## src/rtl/cpu_pkg.sv

```systemverilog
// Shared CPU front-end types and constants.
// Used by the fetch unit and its prefetch queue.
package cpu_pkg;

  localparam int ADDR_W = 32;
  localparam int INST_W = 32;

  localparam logic [ADDR_W-1:0] RESET_PC = '0;
  localparam logic [INST_W-1:0] NOP      = '0;

  typedef struct packed {
    logic [ADDR_W-1:0] pc;
    logic [INST_W-1:0] inst;
  } fetch_entry_t;

  typedef enum logic {
    ST_RUN,
    ST_FLUSH
  } fetch_state_e;

endpackage

```

## src/rtl/fetch_fifo.sv

```systemverilog
// Prefetch queue: DEPTH x fetch_entry_t, show-ahead head.
// Synchronous flush wins over a push in the same cycle.
module fetch_fifo
  import cpu_pkg::*;
#(
  parameter int DEPTH = 4
) (
  input  logic                     clk,
  input  logic                     rst,
  input  logic                     push_i,
  input  fetch_entry_t             push_data_i,
  input  logic                     pop_i,
  input  logic                     flush_i,
  output fetch_entry_t             head_o,
  output logic [$clog2(DEPTH):0]   count_o,
  output logic                     full_o,
  output logic                     empty_o
);

  localparam int PW = $clog2(DEPTH);
  localparam int CW = PW + 1;

  fetch_entry_t  mem_q [DEPTH];
  logic [PW-1:0] wr_ptr_q;
  logic [PW-1:0] rd_ptr_q;
  logic [CW-1:0] count_q;
  logic          do_push;
  logic          do_pop;

  assign empty_o = (count_q == '0);
  assign full_o  = (count_q == CW'(DEPTH));
  assign count_o = count_q;
  assign head_o  = mem_q[rd_ptr_q];

  assign do_pop  = pop_i && !empty_o;
  assign do_push = push_i && (!full_o || do_pop);

  // Pointer and occupancy update; flush empties the queue
  always_ff @(posedge clk) begin
    if (rst || flush_i) begin
      wr_ptr_q <= '0;
      rd_ptr_q <= '0;
      count_q  <= '0;
    end else begin
      if (do_push) wr_ptr_q <= wr_ptr_q + PW'(1);
      if (do_pop)  rd_ptr_q <= rd_ptr_q + PW'(1);
      count_q <= count_q + CW'(do_push) - CW'(do_pop);
    end
  end

  // Entry storage, contents only meaningful while counted
  always_ff @(posedge clk) begin
    if (do_push && !flush_i) mem_q[wr_ptr_q] <= push_data_i;
  end

endmodule

```

## src/rtl/inst_fetch_unit.sv

```systemverilog
// Fetch front end: PC, inst_mem reads, prefetch queue, decode handoff.
// Optional IF_PERF_CNT_EN adds handshake and flush counters.
module inst_fetch_unit #(
  parameter int                ADDR_W   = cpu_pkg::ADDR_W,
  parameter int                INST_W   = cpu_pkg::INST_W,
  parameter int                IMEM_AW  = 10,
  parameter int                DEPTH    = 4,
  parameter logic [ADDR_W-1:0] RESET_PC = cpu_pkg::RESET_PC
) (
  input  logic               clk,
  input  logic               rst,
  output logic               imem_en,
  output logic [IMEM_AW-1:0] imem_addr,
  input  logic [INST_W-1:0]  imem_rdata,
  input  logic               redirect_valid,
  input  logic [ADDR_W-1:0]  redirect_pc,
  output logic               dec_valid,
  input  logic               dec_ready,
  output logic [ADDR_W-1:0]  dec_pc,
  output logic [INST_W-1:0]  dec_inst
`ifdef IF_PERF_CNT_EN
  ,
  output logic [31:0]        perf_fetch_cnt,
  output logic [31:0]        perf_flush_cnt
`endif
);

  localparam int CW = $clog2(DEPTH) + 1;
  localparam logic [CW:0] DEPTH_C = (CW+1)'(DEPTH);

  cpu_pkg::fetch_state_e state_q;
  cpu_pkg::fetch_state_e state_d;
  cpu_pkg::fetch_entry_t head;
  cpu_pkg::fetch_entry_t last_q;
  cpu_pkg::fetch_entry_t push_data;

  logic [ADDR_W-1:0] fetch_pc_q;
  logic [ADDR_W-1:0] fetch_pc_d;
  logic [ADDR_W-1:0] infl_pc_q;
  logic              inflight_q;
  logic [CW-1:0]     count;
  logic [CW:0]       used;
  logic              full;
  logic              empty;
  logic              issue;
  logic              push;
  logic              pop;
  logic              unused_rpc_lo;

  assign unused_rpc_lo = ^redirect_pc[1:0];

  // Credit: queued entries plus the outstanding read reserve slots
  assign used = {1'b0, count} + (CW+1)'(inflight_q);

  assign push_data = '{pc: infl_pc_q, inst: imem_rdata};

  assign dec_valid = !empty && !rst;
  assign pop       = dec_valid && dec_ready;
  assign dec_pc    = dec_valid ? head.pc   : last_q.pc;
  assign dec_inst  = dec_valid ? head.inst : last_q.inst;

  assign imem_en   = issue;
  assign imem_addr = rst ? '0 : fetch_pc_q[IMEM_AW+1:2];

  // Control FSM: next state, kill of returns, issue and next PC
  always_comb begin
    state_d    = state_q;
    push       = 1'b0;
    issue      = 1'b0;
    fetch_pc_d = fetch_pc_q;
    unique case (state_q)
      cpu_pkg::ST_RUN:   push = inflight_q;
      cpu_pkg::ST_FLUSH: push = 1'b0;
      default:           push = 1'b0;
    endcase
    if (!rst && !redirect_valid && !full && (used < DEPTH_C)) begin
      issue = 1'b1;
    end
    if (redirect_valid) begin
      state_d    = cpu_pkg::ST_FLUSH;
      fetch_pc_d = {redirect_pc[ADDR_W-1:2], 2'b00};
    end else begin
      state_d = cpu_pkg::ST_RUN;
      if (issue) fetch_pc_d = fetch_pc_q + ADDR_W'(4);
    end
  end

  // Architectural fetch state and last-handed-off entry
  always_ff @(posedge clk) begin
    if (rst) begin
      state_q    <= cpu_pkg::ST_RUN;
      fetch_pc_q <= RESET_PC;
      inflight_q <= 1'b0;
      infl_pc_q  <= '0;
      last_q     <= '0;
    end else begin
      state_q    <= state_d;
      fetch_pc_q <= fetch_pc_d;
      inflight_q <= issue;
      if (issue)     infl_pc_q <= fetch_pc_q;
      if (dec_valid) last_q    <= head;
    end
  end

  fetch_fifo #(
    .DEPTH(DEPTH)
  ) u_fifo (
    .clk        (clk),
    .rst        (rst),
    .push_i     (push),
    .push_data_i(push_data),
    .pop_i      (pop),
    .flush_i    (redirect_valid),
    .head_o     (head),
    .count_o    (count),
    .full_o     (full),
    .empty_o    (empty)
  );

`ifdef IF_PERF_CNT_EN
  logic [31:0] fetch_cnt_q;
  logic [31:0] flush_cnt_q;
  logic [31:0] flushed;

  // A handoff in the redirect cycle is not counted as flushed
  assign flushed = 32'(count) - 32'(pop) + 32'(inflight_q);

  // Handshake and flush event counters
  always_ff @(posedge clk) begin
    if (rst) begin
      fetch_cnt_q <= '0;
      flush_cnt_q <= '0;
    end else begin
      if (pop)            fetch_cnt_q <= fetch_cnt_q + 32'd1;
      if (redirect_valid) flush_cnt_q <= flush_cnt_q + flushed;
    end
  end

  assign perf_fetch_cnt = fetch_cnt_q;
  assign perf_flush_cnt = flush_cnt_q;
`endif

endmodule

```

## config.mk

```make
export PLATFORM = sky130hd
export DESIGN_NAME = inst_fetch_unit
export DESIGN_NICKNAME = d
export VERILOG_FILES = /design/src/rtl/cpu_pkg.sv /design/src/rtl/fetch_fifo.sv /design/src/rtl/inst_fetch_unit.sv
export SDC_FILE = /design/constraint.sdc
export NUM_CORES = 1
export LEC_CHECK = 0
export CELL_PAD_IN_SITES_DETAIL_PLACEMENT = 1
export CELL_PAD_IN_SITES_GLOBAL_PLACEMENT = 2
export CORE_MARGIN = 2
export CORE_UTILIZATION = 41
export CTS_CLUSTER_SIZE = 28
export DETAILED_ROUTE_END_ITERATION = 10
export GPL_TIMING_DRIVEN = 0
export PLACE_DENSITY = 0.83
export RECOVER_POWER = 50
export SETUP_SLACK_MARGIN = 0.3
export SLEW_MARGIN = 25
export SYNTH_ARGS = -nofsm -noshare
export SYNTH_HDL_FRONTEND = slang
export SYNTH_SLANG_ARGS = --single-unit
```

## constraint.sdc

```tcl
create_clock -name clk -period 3.7 [get_ports clk]
set_input_delay 0.37 -clock clk [delete_from_list [all_inputs] [get_ports clk]]
set_output_delay 0.37 -clock clk [all_outputs]
set_load 0.02 [all_outputs]
```

; After elaboration in Yosys (flattened, before gate mapping)
; Memory sizes are Yosys's and may differ from the RTL's. A register that Yosys moved wholly into a read port is not among the register bits.
; Cells that the tools add are included.
[word_totals]
register_bits = 137
mem_bits_rw = 256
output_inout_bits = 76
word_cells = 49
mem_count = 1
[memory_table]
columns = name, depth, word_bits, read_ports, rd_clocked_by_memory_dff, wr, line_no
row1 = u_fifo.mem_q, 4, 64, 1, 1, 1, fetch_fifo.sv:23  ; fetch_entry_t mem_q [DEPTH];
[op_classes]
n_addsub = 6
n_lt_le_gt_ge = 1
n_eq_ne = 1
muxes = 12
bitwise_logic = 1
n_reduce_logical = 17
[ops]
columns = operator, count
row1 = 32-bit 2-to-1 mux, 4
row2 = "32-bit by 3-bit adder with 32-bit output, second input constant", 1
row3 = 10-bit 2-to-1 mux, 1
row4 = 1-bit logical AND, 8
row5 = "2-bit by 1-bit adder with 2-bit output, second input constant", 2
row6 = 3-bit by 1-bit adder with 4-bit output, 1
row7 = 1-bit zero test, 4
row8 = "4-bit by 3-bit less-than comparator with 1-bit output, second input constant", 1
row9 = 1-bit 2-to-1 mux, 4
row10 = 2-bit 2-to-1 mux, 2
row11 = 3-bit by 1-bit adder with 3-bit output, 1
row12 = "3-bit == test, second input constant", 1
row13 = 3-bit zero test, 1
row14 = 3-bit by 1-bit subtractor with 3-bit output, 1
row15 = 1-bit logical OR, 2
row16 = 1-bit one-hot mux with 2 select lines, 1
row17 = 2-bit nonzero test, 1
row18 = 2-bit OR reduction, 1
row19 = 1-bit NOT, 1

; Depth between registers and ports, before layout
[depth]
word_depth = 10
mapped_depth = 9
ltp_nobuf = 8

; By module
; A second synthesis with hierarchy kept.
[unflattened]
cells_unflattened = 987
area_unflattened_um2 = 15323.4
[modules_own_cells]
columns = module, n_inst, cells_each, area_each_um2, seq_area_each_um2
row1 = fetch_fifo, 1, 383, 9720.6, 7867.5
row2 = inst_fetch_unit, 1, 604, 5602.9, 2522.4

; Least setup slack after synthesis
; No wires, ideal clock.
[synth_timing]
path_type = input-to-reg
from = in rst
to = mem u_fifo.mem_q[0][0] (netlist name) (enable)
setup_ps = 427
arrival_time_ps = 2913
path_slack_ps = 361
path_stages = 4
n_path_buf = 1
cell_sequence = clkbuf_1 -> nand2b_1 -> a311oi_1 -> and3_1
[synth_via]
elab_chain_cells = 9
[synth_lines]
columns = item, line_no
row1 = start: declaration, inst_fetch_unit.sv:11  ; input logic rst,
row2 = 1-bit zero test, inst_fetch_unit.sv:57  ; assign dec_valid = !empty && !rst;
row3 = 1-bit logical AND, inst_fetch_unit.sv:57
row4 = 1-bit logical AND, inst_fetch_unit.sv:58  ; assign pop = dec_valid && dec_ready;
row5 = 1-bit logical AND, fetch_fifo.sv:35  ; assign do_pop = pop_i && !empty_o;
row6 = 1-bit logical OR, fetch_fifo.sv:36  ; assign do_push = push_i && (!full_o || do_pop);
row7 = 1-bit logical AND, fetch_fifo.sv:36
row8 = 1-bit logical AND, fetch_fifo.sv:53  ; if (do_push && !flush_i) mem_q[wr_ptr_q] <= push_data_i;
row9 = 1-bit 2-to-1 mux, fetch_fifo.sv:53
row10 = 1-bit 2-to-1 mux (not written as such), fetch_fifo.sv:53
row11 = end: declaration, fetch_fifo.sv:23
; No other way between the ends.

==> reports/qor.csv <==
metric,value,unit
fin_crit_sh,90.7,%
utilization,51.3,%
dp_slack,-0.0700,ns
drcViolationCount,0,
dp_hpwl,21.5,mm
ioPinCount,144,
syn_to_final_growth,23.9,%
firstDrtPassIters,4,
vias,8438,
wl_per_cell,20.5,um
rows,69,
dieHeight,193,um
synth_edf_count,248,
cts_tree,yes,
clock-sinks,381,
cp-end-kind,output pin,
avgSynthCellArea,15.5,um^2
synthCells,941,
required,3.33,ns
port_buffers,137,
fin_skew,0.0204,ns
timing.fmax,298,MHz
grt.total_usage,18.3,%
grt_pass1_vias,9015,
fin_area,18100,um^2
final_cell_mix,"edfxtp_1, dfxtp_1, clkdlybuf4s50_1, nand2_1, nor2b_1",
drv_slew,0,
gp_congestion,0.850,
ys_types,49,
drt_iter0_drc,411,
holdWs,0.401,ns
tightestPinTransition,1.07,ns
wirelength,33.2,mm
post_dp_cell_area,16700,um^2
status,finished clean,
maxCapViolations,0,
grt_max_degree,41,
p_per_area,507,nW/um^2
antenna_found_initial,2,
cellLeakagePower,6.05,nW
ant_nets,0,
fillers,3438,
crit_arrival,2.99,ns
drive_gt1_share,17.4,%
syn_area,14600,um^2
cp_max_fo,10,
final_common_cell,edfxtp_1,
async_flop_share,0,%
clk_path_buf_depth,3,
min_path_type,input port to flip-flop,
cts_buffers,42,
fin_nets,1203,
start_util,41.4,%
grt-ovfl-total,0,
grt_pass1_wl,51.6,mm
vdd_drop_max,0.273,mV
ys_warn_count,0,
clockRootBuffer,clkbuf_16,
core_area,35300,um^2
cp-start-kind,flip-flop,
ys_ff_latch,381,
dieArea,37200,um^2
rsz0062_at_grt,true,
cts.clk_slew.worst_paths,0.06,ns
crit_type,flip-flop to output pin,
post-cts-setup-buffer-count,0,
seq_area_frac_synth,69.2,%
layout_min_cycle_time,3.36,ns
ys.flop_type,edfxtp_1,
finalHoldViolCount,0,
htreeDepth,2,
setup_ws,0.343,ns
setup_viol,0,
vias_per_cell,5.20,
fp.dieW,193,um
clock_latency,0.54,ns
max-slew-margin-rel,28.2,%
[worst max-delay path, stage by stage (launching register included)]
cell	delay (ns)
dfxtp_1	0.31
clkbuf_2	0.27
buf_2	0.41
mux4_2	0.55
mux2_1	0.34
clkdlybuf4s50_1	0.56
[layout make-up]
cell class | instances | area (um^2) | share of cell area, %
diodes | 2 | 5.00 | 0.0276
plain buffers | 54 | 249 | 1.37
clock buffers | 59 | 1220 | 6.73
clock inverters | 19 | 151 | 0.836
inverters | 9 | 33.8 | 0.186
multi-input cells | 498 | 4290 | 23.7
flip-flops and latches | 381 | 10100 | 55.8
well taps | 461 | 577 | 3.18
repair buffers | 141 | 1480 | 8.17
[through the flow]
stage               instances  setup TNS (ns)  total power [W]
global route             1623               0          0.00951
CTS                      1622               0          0.00932
detailed placement       1544          -0.410          0.00522
global placement         1540         -375.35          0.00520
floorplan                 942               0          0.00497
finish                   1624               0          0.00919
[synth_stat cells, drive strengths merged, types with 14 or more instances]
cell      n  area share [%]
nand2    91             2.3
edfxtp  248              51
a211oi   14            0.72
clkbuf   39             1.0
nor2     34            0.87
xnor2    15            0.90
buf      15            0.51
dfxtp   133              18
a21oi    37             1.3
mux4     62             9.6
nor2b    71             3.0
mux2     62             4.8
[path summary, 6_finish.rpt]
kind / slack, ns / end / from / cells past startpoint
hold / removal: 0.40 / fetch_pc_q[2] / redirect_pc[2] / 3
hold reg to reg: 0.50 / infl_pc_q[23] / infl_pc_q[23] / 2
setup reg to reg: 0.69 / u_fifo.mem_q[0][60] / u_fifo.count_o[0] / 4
setup / recovery: 0.34 / dec_inst[21] / flip-flop / 5
[kinds of logic after synthesis]
group | after synthesis | synth area share, %
flops | 381 | 69.2
buf+inv | 63 | 1.75
mux | 124 | 14.3
simple gates | 265 | 9.38
xor+xnor | 21 | 1.26
other cells | 1 | 0.0257
fa+ha+maj | 8 | 0.736
compound gates | 78 | 3.37
[routing by layer]
layer / routed length (um) / GRT usage (%)
met5: 0 / 0
met4: 574 / 4.70
met3: 1550 / 3.47
met2: 16100 / 30.8
met1: 15000 / 24.5
[flip-flops by register name, summed over array words and instances (netlist names), named ones only]
name and cells:
inflight_q 1, u_fifo.mem_q 248, u_fifo.rd_ptr_q 2, infl_pc_q 30, fetch_pc_q 30, last_q 62, u_fifo.wr_ptr_q 2, u_fifo.count_o 3
state_q 1
[repair_timing]
item                                   CTS  global route
endpoints found under the hold margin    0             0
resized for setup                       16             8
hold buffers                             0             0
setup endpoints to repair               62            69
[where the power goes]
group	switching, W	total (W)	internal, W
Sequential	0.0000662	0.00465	0.00459
Clock	0.00164	0.00408	0.00244
Combinational	0.000242	0.000460	0.000218
Total	0.00194	0.00919	0.00725
Note: power is estimated with default switching activity, not from simulation.
